[src/rtl/pc_sequencer_if.sv]
// ----------------------------------------------------------------------------
// pc_sequencer_if
// Bundles the control strobes and PC-side outputs of pc_sequencer.
//
// Parameters:
//   BUS_WIDTH  PC / instruction-address width in words
//   CNT_WIDTH  width of the fetched-instruction counter
//
// Signals (direction as seen by the sequencer, i.e. the slave modport):
//   run            in   single-cycle start/resume pulse
//   halt_req       in   request to stop fetching
//   stall          in   pipeline stall, hold PC
//   jump           in   absolute redirect strobe
//   jump_target    in   absolute target word address
//   branch_taken   in   relative redirect strobe
//   branch_offset  in   two's-complement word offset
//   pc             out  current PC (registered)
//   fetch_valid    out  pc is a live fetch address this cycle
//   state          out  00 IDLE, 01 RUN, 10 HALT
//   fetch_count    out  number of cycles with fetch_valid=1 (saturating)
//   fault          out  sticky bound fault
// ----------------------------------------------------------------------------
interface pc_sequencer_if #(
    parameter int unsigned BUS_WIDTH = 9,
    parameter int unsigned CNT_WIDTH = 16
);
    logic                 run;
    logic                 halt_req;
    logic                 stall;
    logic                 jump;
    logic [BUS_WIDTH-1:0] jump_target;
    logic                 branch_taken;
    logic [BUS_WIDTH-1:0] branch_offset;
    logic [BUS_WIDTH-1:0] pc;
    logic                 fetch_valid;
    logic [1:0]           state;
    logic [CNT_WIDTH-1:0] fetch_count;
    logic                 fault;

    // Upstream control (decode / branch resolution) and PC consumer side.
    modport master (
        output run, halt_req, stall, jump, jump_target, branch_taken, branch_offset,
        input  pc, fetch_valid, state, fetch_count, fault
    );

    // The sequencer itself.
    modport slave (
        input  run, halt_req, stall, jump, jump_target, branch_taken, branch_offset,
        output pc, fetch_valid, state, fetch_count, fault
    );
endinterface

[src/rtl/pc_sequencer.sv]
// ----------------------------------------------------------------------------
// pc_sequencer
// Program-counter controller: selects next PC each cycle (halt > stall >
// jump > branch > increment) and sequences fetch through IDLE/RUN/HALT.
// Also keeps a saturating count of fetch cycles for debug.
//
// Optional feature macro: PC_BOUND_CHECK_EN
//   When defined, a RUN-state PC update whose target is >= IMEM_DEPTH is
//   suppressed, the sequencer halts and the sticky fault flag is raised; a run
//   pulse is then ignored until reset. When undefined, fault stays 0 and the
//   PC simply wraps modulo 2^BUS_WIDTH.
//
// Ports:
//   clk    in  system clock, rising edge
//   rst_n  in  asynchronous active-low reset
//   bus    pc_sequencer_if.slave (control strobes in, pc/status out)
//
// Parameters:
//   BUS_WIDTH   PC width in words
//   RESET_PC    PC value loaded on reset
//   CNT_WIDTH   fetch counter width
//   IMEM_DEPTH  number of valid instruction words (bound check only)
// ----------------------------------------------------------------------------
module pc_sequencer #(
    parameter int unsigned BUS_WIDTH  = 9,
    parameter int unsigned RESET_PC   = 0,
    parameter int unsigned CNT_WIDTH  = 16,
    parameter int unsigned IMEM_DEPTH = 512
) (
    input  logic               clk,
    input  logic               rst_n,
    pc_sequencer_if.slave      bus
);

`ifdef PC_BOUND_CHECK_EN
    localparam bit BOUND_EN = 1'b1;
`else
    localparam bit BOUND_EN = 1'b0;
`endif

    typedef enum logic [1:0] {
        S_IDLE = 2'b00,
        S_RUN  = 2'b01,
        S_HALT = 2'b10,
        S_BAD  = 2'b11
    } state_t;

    state_t               state_q, state_next;
    logic [BUS_WIDTH-1:0] pc_q, pc_next, pc_sel;
    logic [CNT_WIDTH-1:0] count_q;
    logic                 fault_q, fault_next;
    logic                 fetch_live;
    logic                 bound_hit;

    // ------------------------------------------------------------------
    // Candidate next PC for an unstalled RUN cycle. Adding the raw offset
    // modulo 2^BUS_WIDTH is identical to adding its sign extension.
    // ------------------------------------------------------------------
    always_comb begin
        if (bus.jump) begin
            pc_sel = bus.jump_target;
        end else if (bus.branch_taken) begin
            pc_sel = pc_q + BUS_WIDTH'(1) + bus.branch_offset;
        end else begin
            pc_sel = pc_q + BUS_WIDTH'(1);
        end
    end

    // Constant-false when the bound check is not built in.
    assign bound_hit = BOUND_EN && (32'(pc_sel) >= IMEM_DEPTH);

    // ------------------------------------------------------------------
    // State register (plus PC, fault and counter)
    // ------------------------------------------------------------------
    always_ff @(posedge clk or negedge rst_n) begin
        if (!rst_n) begin
            state_q <= S_IDLE;
            pc_q    <= BUS_WIDTH'(RESET_PC);
            fault_q <= 1'b0;
            count_q <= '0;
        end else begin
            state_q <= state_next;
            pc_q    <= pc_next;
            fault_q <= fault_next;
            if (fetch_live && (count_q != '1)) begin
                count_q <= count_q + CNT_WIDTH'(1);
            end
        end
    end

    // ------------------------------------------------------------------
    // Next-state logic
    // ------------------------------------------------------------------
    always_comb begin
        state_next = state_q;
        pc_next    = pc_q;
        fault_next = fault_q;
        case (state_q)
            S_IDLE: begin
                if (bus.run && !bus.halt_req) begin
                    state_next = S_RUN;
                end
            end
            S_RUN: begin
                if (bus.halt_req) begin
                    state_next = S_HALT;
                end else if (!bus.stall) begin
                    // A stalled redirect is dropped, not queued.
                    if (bound_hit) begin
                        state_next = S_HALT;
                        fault_next = 1'b1;
                    end else begin
                        pc_next = pc_sel;
                    end
                end
            end
            S_HALT: begin
                if (bus.run && !bus.halt_req && !fault_q) begin
                    state_next = S_RUN;
                end
            end
            default: begin
                state_next = S_IDLE;
            end
        endcase
    end

    // ------------------------------------------------------------------
    // Outputs
    // ------------------------------------------------------------------
    always_comb begin
        fetch_live      = (state_q == S_RUN) && !bus.stall;
        bus.fetch_valid = fetch_live;
        bus.pc          = pc_q;
        bus.state       = state_q;
        bus.fetch_count = count_q;
        bus.fault       = fault_q;
    end

endmodule

[src/flat_wrapper.sv]
// flat-port wrapper written by rule: the top's interface ports become plain ports
module pc_sequencer_flat 
#(
    parameter int unsigned BUS_WIDTH  = 9,
    parameter int unsigned RESET_PC   = 0,
    parameter int unsigned CNT_WIDTH  = 16,
    parameter int unsigned IMEM_DEPTH = 512
)
  (clk, rst_n, bus_run, bus_halt_req, bus_stall, bus_jump, bus_jump_target, bus_branch_taken, bus_branch_offset, bus_pc, bus_fetch_valid, bus_state, bus_fetch_count, bus_fault);
  pc_sequencer_if #(.BUS_WIDTH(BUS_WIDTH), .CNT_WIDTH(CNT_WIDTH)) bus_i ();
  input  logic clk;
  input  logic rst_n;
  input wire logic [$bits(bus_i.run)-1:0] bus_run;
  input wire logic [$bits(bus_i.halt_req)-1:0] bus_halt_req;
  input wire logic [$bits(bus_i.stall)-1:0] bus_stall;
  input wire logic [$bits(bus_i.jump)-1:0] bus_jump;
  input wire logic [$bits(bus_i.jump_target)-1:0] bus_jump_target;
  input wire logic [$bits(bus_i.branch_taken)-1:0] bus_branch_taken;
  input wire logic [$bits(bus_i.branch_offset)-1:0] bus_branch_offset;
  output wire logic [$bits(bus_i.pc)-1:0] bus_pc;
  output wire logic [$bits(bus_i.fetch_valid)-1:0] bus_fetch_valid;
  output wire logic [$bits(bus_i.state)-1:0] bus_state;
  output wire logic [$bits(bus_i.fetch_count)-1:0] bus_fetch_count;
  output wire logic [$bits(bus_i.fault)-1:0] bus_fault;
  assign bus_i.run = bus_run;
  assign bus_i.halt_req = bus_halt_req;
  assign bus_i.stall = bus_stall;
  assign bus_i.jump = bus_jump;
  assign bus_i.jump_target = bus_jump_target;
  assign bus_i.branch_taken = bus_branch_taken;
  assign bus_i.branch_offset = bus_branch_offset;
  assign bus_pc = bus_i.pc;
  assign bus_fetch_valid = bus_i.fetch_valid;
  assign bus_state = bus_i.state;
  assign bus_fetch_count = bus_i.fetch_count;
  assign bus_fault = bus_i.fault;
  pc_sequencer #(.BUS_WIDTH(BUS_WIDTH), .RESET_PC(RESET_PC), .CNT_WIDTH(CNT_WIDTH), .IMEM_DEPTH(IMEM_DEPTH)) u_core (.clk(clk), .rst_n(rst_n), .bus(bus_i));
endmodule
[config.mk]
export PLATFORM = sky130hd
export DESIGN_NAME = pc_sequencer_flat
export DESIGN_NICKNAME = d
export VERILOG_FILES = /design/src/rtl/pc_sequencer_if.sv /design/src/rtl/pc_sequencer.sv /design/src/flat_wrapper.sv
export SDC_FILE = /design/constraint.sdc
export NUM_CORES = 1
export LEC_CHECK = 0
export CELL_PAD_IN_SITES_DETAIL_PLACEMENT = 2
export CELL_PAD_IN_SITES_GLOBAL_PLACEMENT = 2
export CORE_MARGIN = 2
export CORE_UTILIZATION = 25
export DETAILED_ROUTE_END_ITERATION = 7
export PLACE_DENSITY = 0.81
export SLEW_MARGIN = 20
export SYNTH_ARGS = -nofsm -noshare
export SYNTH_HDL_FRONTEND = slang
export SYNTH_SLANG_ARGS = --single-unit
export TNS_END_PERCENT = 5
[constraint.sdc]
create_clock -name clk -period 2.5 [get_ports clk]
set_input_delay 0.5 -clock clk [delete_from_list [all_inputs] [get_ports clk]]
set_output_delay 0.5 -clock clk [all_outputs]
set_load 0.01 [all_outputs]
# Word level (Yosys, flattened, before mapping)
# Index checks and enable logic that the tools add are counted.
# Widths: inputs -> output; s select.
[classes]
addsub = 3
mul = 0
n_div = 0
magnitude_cmp = 0
n_eq_ne = 6
n_shift = 0
n_mux = 5
bitwise = 2
reduce_logical = 9
[op_table]
columns = ["cell", "n"]
rows = [
  ["$mux 9", 2],
  ["$add 16x1->16 const B", 1],
  ["$ne 16x16->1 const B", 1],
  ["$add 9x1->9 const B", 1],
  ["$add 9x9->9", 1],
  ["$reduce_and 3->1", 2],
  ["$mux 2", 2],
  ["$ne 2x1->1 const B", 2],
  ["$pmux 2 s2", 1],
  ["$logic_and 1x1->1", 3],
  ["$eq 2x1->1 const B", 1],
  ["$eq 2x2->1 const B", 1],
  ["$logic_not 1->1", 2],
  ["$logic_not 2->1", 1],
  ["$ne 2x2->1 const B", 1],
  ["$not 1->1", 2],
  ["$reduce_or 2->1", 1],
]
[totals]
reg_bits = 27
latchBits = 0
mem_bits_rw = 0
mem_bits_ro = 0
in_bits = 25
out_inout_bits = 29
word_cells = 28
memories = 0

# Longest topological paths before layout
[logic_depth]
depth_word = 4
ltp_mapped = 12
ltp_nobuf = 12

# Least setup slack after synthesis
# OpenSTA, ideal clock, no wires.
[synth_path]
path_type = "flip-flop to flip-flop"
from = "register u_core.pc_q[0] (netlist: u_core.bus.pc[0])"
to = "register u_core.pc_q[8] (netlist: u_core.bus.pc[8])"
setup_time_ns = 0.069
t_arrival_ns = 2.505
t_required_ns = 2.431
setup_slack_ns = -0.073
path_stages_with_launch = 11
path_buffers = 0
synth_period_minus_slack_ns = 2.573
path_cell_list = "dfrtp_1 ha_1 inv_1 fa_1 nand2b_1 a21oi_1 o22ai_2 mux2i_1 xor2_1 or4_1 nand3_1"
[synth_via]
elab_chain_len = 4
[synth_lines]
columns = ["element", "line", "rtl"]
rows = [
  ["from (decl)", "pc_sequencer.sv:49", "logic [BUS_WIDTH-1:0] pc_q, pc_next, pc_sel;"],
  ["from (signal assigned)", "pc_sequencer.sv:78", "pc_q <= BUS_WIDTH'(RESET_PC);"],
  ["from (signal assigned)", "pc_sequencer.sv:83", "pc_q <= pc_next;"],
  ["$add 9x1->9 *", "pc_sequencer.sv:63, pc_sequencer.sv:65", ""],
  ["$add 9x9->9", "pc_sequencer.sv:63", "pc_sel = pc_q + BUS_WIDTH'(1) + bus.branch_offset;"],
  ["$mux 9 *", "pc_sequencer.sv:62", "end else if (bus.branch_taken) begin"],
  ["$mux 9 *", "pc_sequencer.sv:60", "if (bus.jump) begin"],
]
# Every way passes the cells marked *; elsewhere a longest branch is shown, timed or not.
# A chain may end at the register's enable or synchronous reset.

# Worst setup path in the final report
# Same ends and word-level chain as after synthesis.

==> impl_metrics.yaml <==
sta:
  min_period_ns: 2.68
  timing.setup.tns_ns: -0.441
  finalSetupViolations: 4
  timing.final.ws_setup_ns: -0.182
  final_hold_viol_count: 0
  min_period_over_period_pct: 107
  fin_hold_ws_ns: 0.500
  fmax_mhz: 373
  drv_slew: 0
  rsz0062_at_grt: "true"
  finClkSkew_ns: 0.00203
synth:
  synth_area_leaders: "dfrtp_1 37%, xnor2_1 9.1%, ha_1 7.5%"
  synth_ff_type: "dfrtp_1"
  yosysSeqAreaShare_pct: 37.0
  syn_nets: 247
  synth.distinct_cells: 41
  synth.most_common_cell: "dfrtp_1"
  synth_top_family_by_area: "simple AND/OR/NAND/NOR gates"
  synth_fa_ha_area_share_pct: 8.64
  synth_edf_count: 0
  synth_common_cells: "27 x dfrtp_1, 22 x nand2_1, 19 x xnor2_1"
  netlist.area_leader.share_pct: 37.0
  synth-xor-area-share_pct: 11.5
  ys_seq_elements: 27
  synth-simple-area-share_pct: 21.5
  yosys.area.top_type: "dfrtp_1"
  avgSynthCellArea_um2: 8.69
  yosys_warnings: 0
  synth-compound-area-share_pct: 15.2
  synth.cell_area_um2: 1820
  synthCells: 210
  synthArstFlopShare_pct: 100
  synth_mux_area_share_pct: 1.71
floorplanning:
  die_w_um: 89.4
  core_area_um2: 7180
  ios: 54
  die_y_um: 89.4
  num_rows: 31
  initial_utilization_pct: 25.4
  dieArea_um2: 8000
drt:
  vias_per_cell: 4.92
  ant_nets: 0
  via_count: 2033
  routed_wl_um: 8050
  route.detailed.drc: 0
  wl_per_cell_um: 19.5
  first_pass_iters: 4
  drtIter0Drc: 49
global_routing:
  grt_pass1_wl_um: 10800
  grt_pass1_vias: 2146
  overflow: 0
  antenna_found_initial: 0
  grt_max_degree: 28
  grt_usage_pct: 17.4
layout:
  stdcell_count: 413
  fill_cells: 773
  fin_nets: 352
  stdcell_area_um2: 3110
  n_antenna_cell: 0
  drive_above_1_share_pct: 28.7
  areaGrowthSynthToFinish_pct: 70.4
clocking:
  cts.hold.buffers_added: 0
  cts_sinks: 27
  clk_pin_slew_ns: 0.10
  root_buffer: "clkbuf_8"
  cts_tree: "done"
  cts_buffers: 3
  clk-insertion-delay-late_ns: 0.29
  htree_num_levels: 1
  max-clock-path-buffers: 2
status:
  status: "finished, violations left"
  violations: "setup timing"
power:
  total_power_uw: 2700
  max-vdd-ir-drop_uv: 440
  p_leak_uw: 0.00138
  p_per_area_nw_per_um2: 869
worst_setup_path:
  start_kind: "flip-flop"
  r2r_setup_slack_ns: -0.18
  crit_path_end_kind: "flip-flop"
  required_ns: 2.73
  cp_max_fo: 5
  cp.arrival_ns: 2.91
  crit_type: "reg2reg"
placement:
  hpwl_um: 5070
  placed_area_um2: 2720
  place.port_buffers: 52
  placed_cells: 391
  gp_congestion: 0.776
flow_run:
  drv_cap: 0
hold_path:
  hold_path_class: "reg2reg"
-- through the flow --
| stage | setup slack, ns | util, % |
|---|---|---|
| floorplan | 0.0132 | - |
| global placement | -0.380 | 37.9 |
| detailed placement | -0.516 | 37.9 |
| CTS | -0.155 | 40.2 |
| global route | -0.290 | 43.3 |
| finish | -0.182 | 43.3 |
-- metal layers --
metal	share of wire (%)	vias up	global-route usage, %	wire length [um]
met3	2.2	20	1.39	175
met1	41	1033	21.4	3260
met2	54	39	32.9	4380
li1	-	941	-	-
met5	0	-	0	0
met4	2.8	0	4.07	229
-- cells by family (layout without fill, tap and decap cells) --
| kind of cell | after synthesis | in the layout |
|---|---|---|
| simple gates | 79 | 79 |
| compound gates | 45 | 45 |
| flops | 27 | 27 |
| xor+xnor | 24 | 24 |
| buf+inv | 19 | 123 |
| fa+ha+maj | 12 | 12 |
| mux | 3 | 3 |
| other cells | 1 | 1 |
-- cell type report --
class / count / area [um^2] / share of cell area, %
multi-input combinational: 164 / 1270 / 40.9
timing repair buffer: 104 / 925 / 29.8
sequential: 27 / 679 / 21.9
tap: 99 / 124 / 3.99
inverter: 15 / 58.8 / 1.89
clock buffer: 3 / 41.3 / 1.33
clock inverter: 1 / 7.51 / 0.242
-- critical path: stages, from the launching register on --
cell and delay [ns]:
dfrtp_2 0.49, nand2_2 0.10, nor2_2 0.05, xnor2_2 0.24, ha_1 0.30, o21a_1 0.21
o21a_1 0.17, o22ai_2 0.16, mux2i_1 0.26, xor2_1 0.11, or4_1 0.42, nand3_1 0.10
-- sequential cells by signal (all words and copies together) (netlist names) --
register and cells:
u_core.bus.state 2, u_core.bus.fetch_count 16, u_core.bus.pc 9
-- placed cells by master (no fill, tap or decap), drive strengths merged --
cell type      instances
dlymetal6s2s           1
or3                    1
o22ai                  4
nor3                   5
o21ai                 13
o311ai                 2
clkdlybuf4s50         51
nand3                 11
nor3b                  1
xor2                   5
or2                    1
mux2                   1
inv                   15
nand4                  9
buf                   52
a21o                   1
dfrtp                 27
or4                    1
and4                   1
xnor2                 19
mux2i                  2
and3                   7
o211ai                 1
nand2b                 6
a21oi                 13
nor2                  13
fa                     1
o31ai                  1
o2bb2ai                1
conb                   1
o41ai                  1
clkbuf                 3
o21a                   5
ha                    11
a31oi                  1
nand2                 22
a211oi                 1
or2b                   1
o21bai                 1
clkinvlp               1
-- worst paths after layout --
| path | cells after the start | to | startpoint |
|---|---|---|---|
| hold / removal | 1 | u_core.bus.fetch_count[4] | u_core.bus.fetch_count[4] |
| min in group asynchronous | 2 | u_core.bus.fetch_count[15] | rst_n |
| setup reg to reg | 11 | u_core.bus.pc[8] | u_core.bus.pc[0] |
| setup / recovery | 11 | u_core.bus.pc[8] | u_core.bus.pc[0] |
| hold reg to reg | 1 | u_core.bus.fetch_count[4] | u_core.bus.fetch_count[4] |
| max in group asynchronous | 2 | u_core.bus.pc[0] | rst_n |
-- power breakdown --
| part | internal, uW | switching, uW | total, uW |
|---|---|---|---|
| combinational | 934 | 813 | 1750 |
| clock | 114 | 156 | 270 |
| sequential | 533 | 149 | 682 |
-- timing repair --
action,in CTS,in global routing
gates resized for setup,12,28
setup endpoints to repair,4,4
setup buffers,8,12
pin swaps,4,21
cloned,0,0
Power figures use the tool's default switching activity.
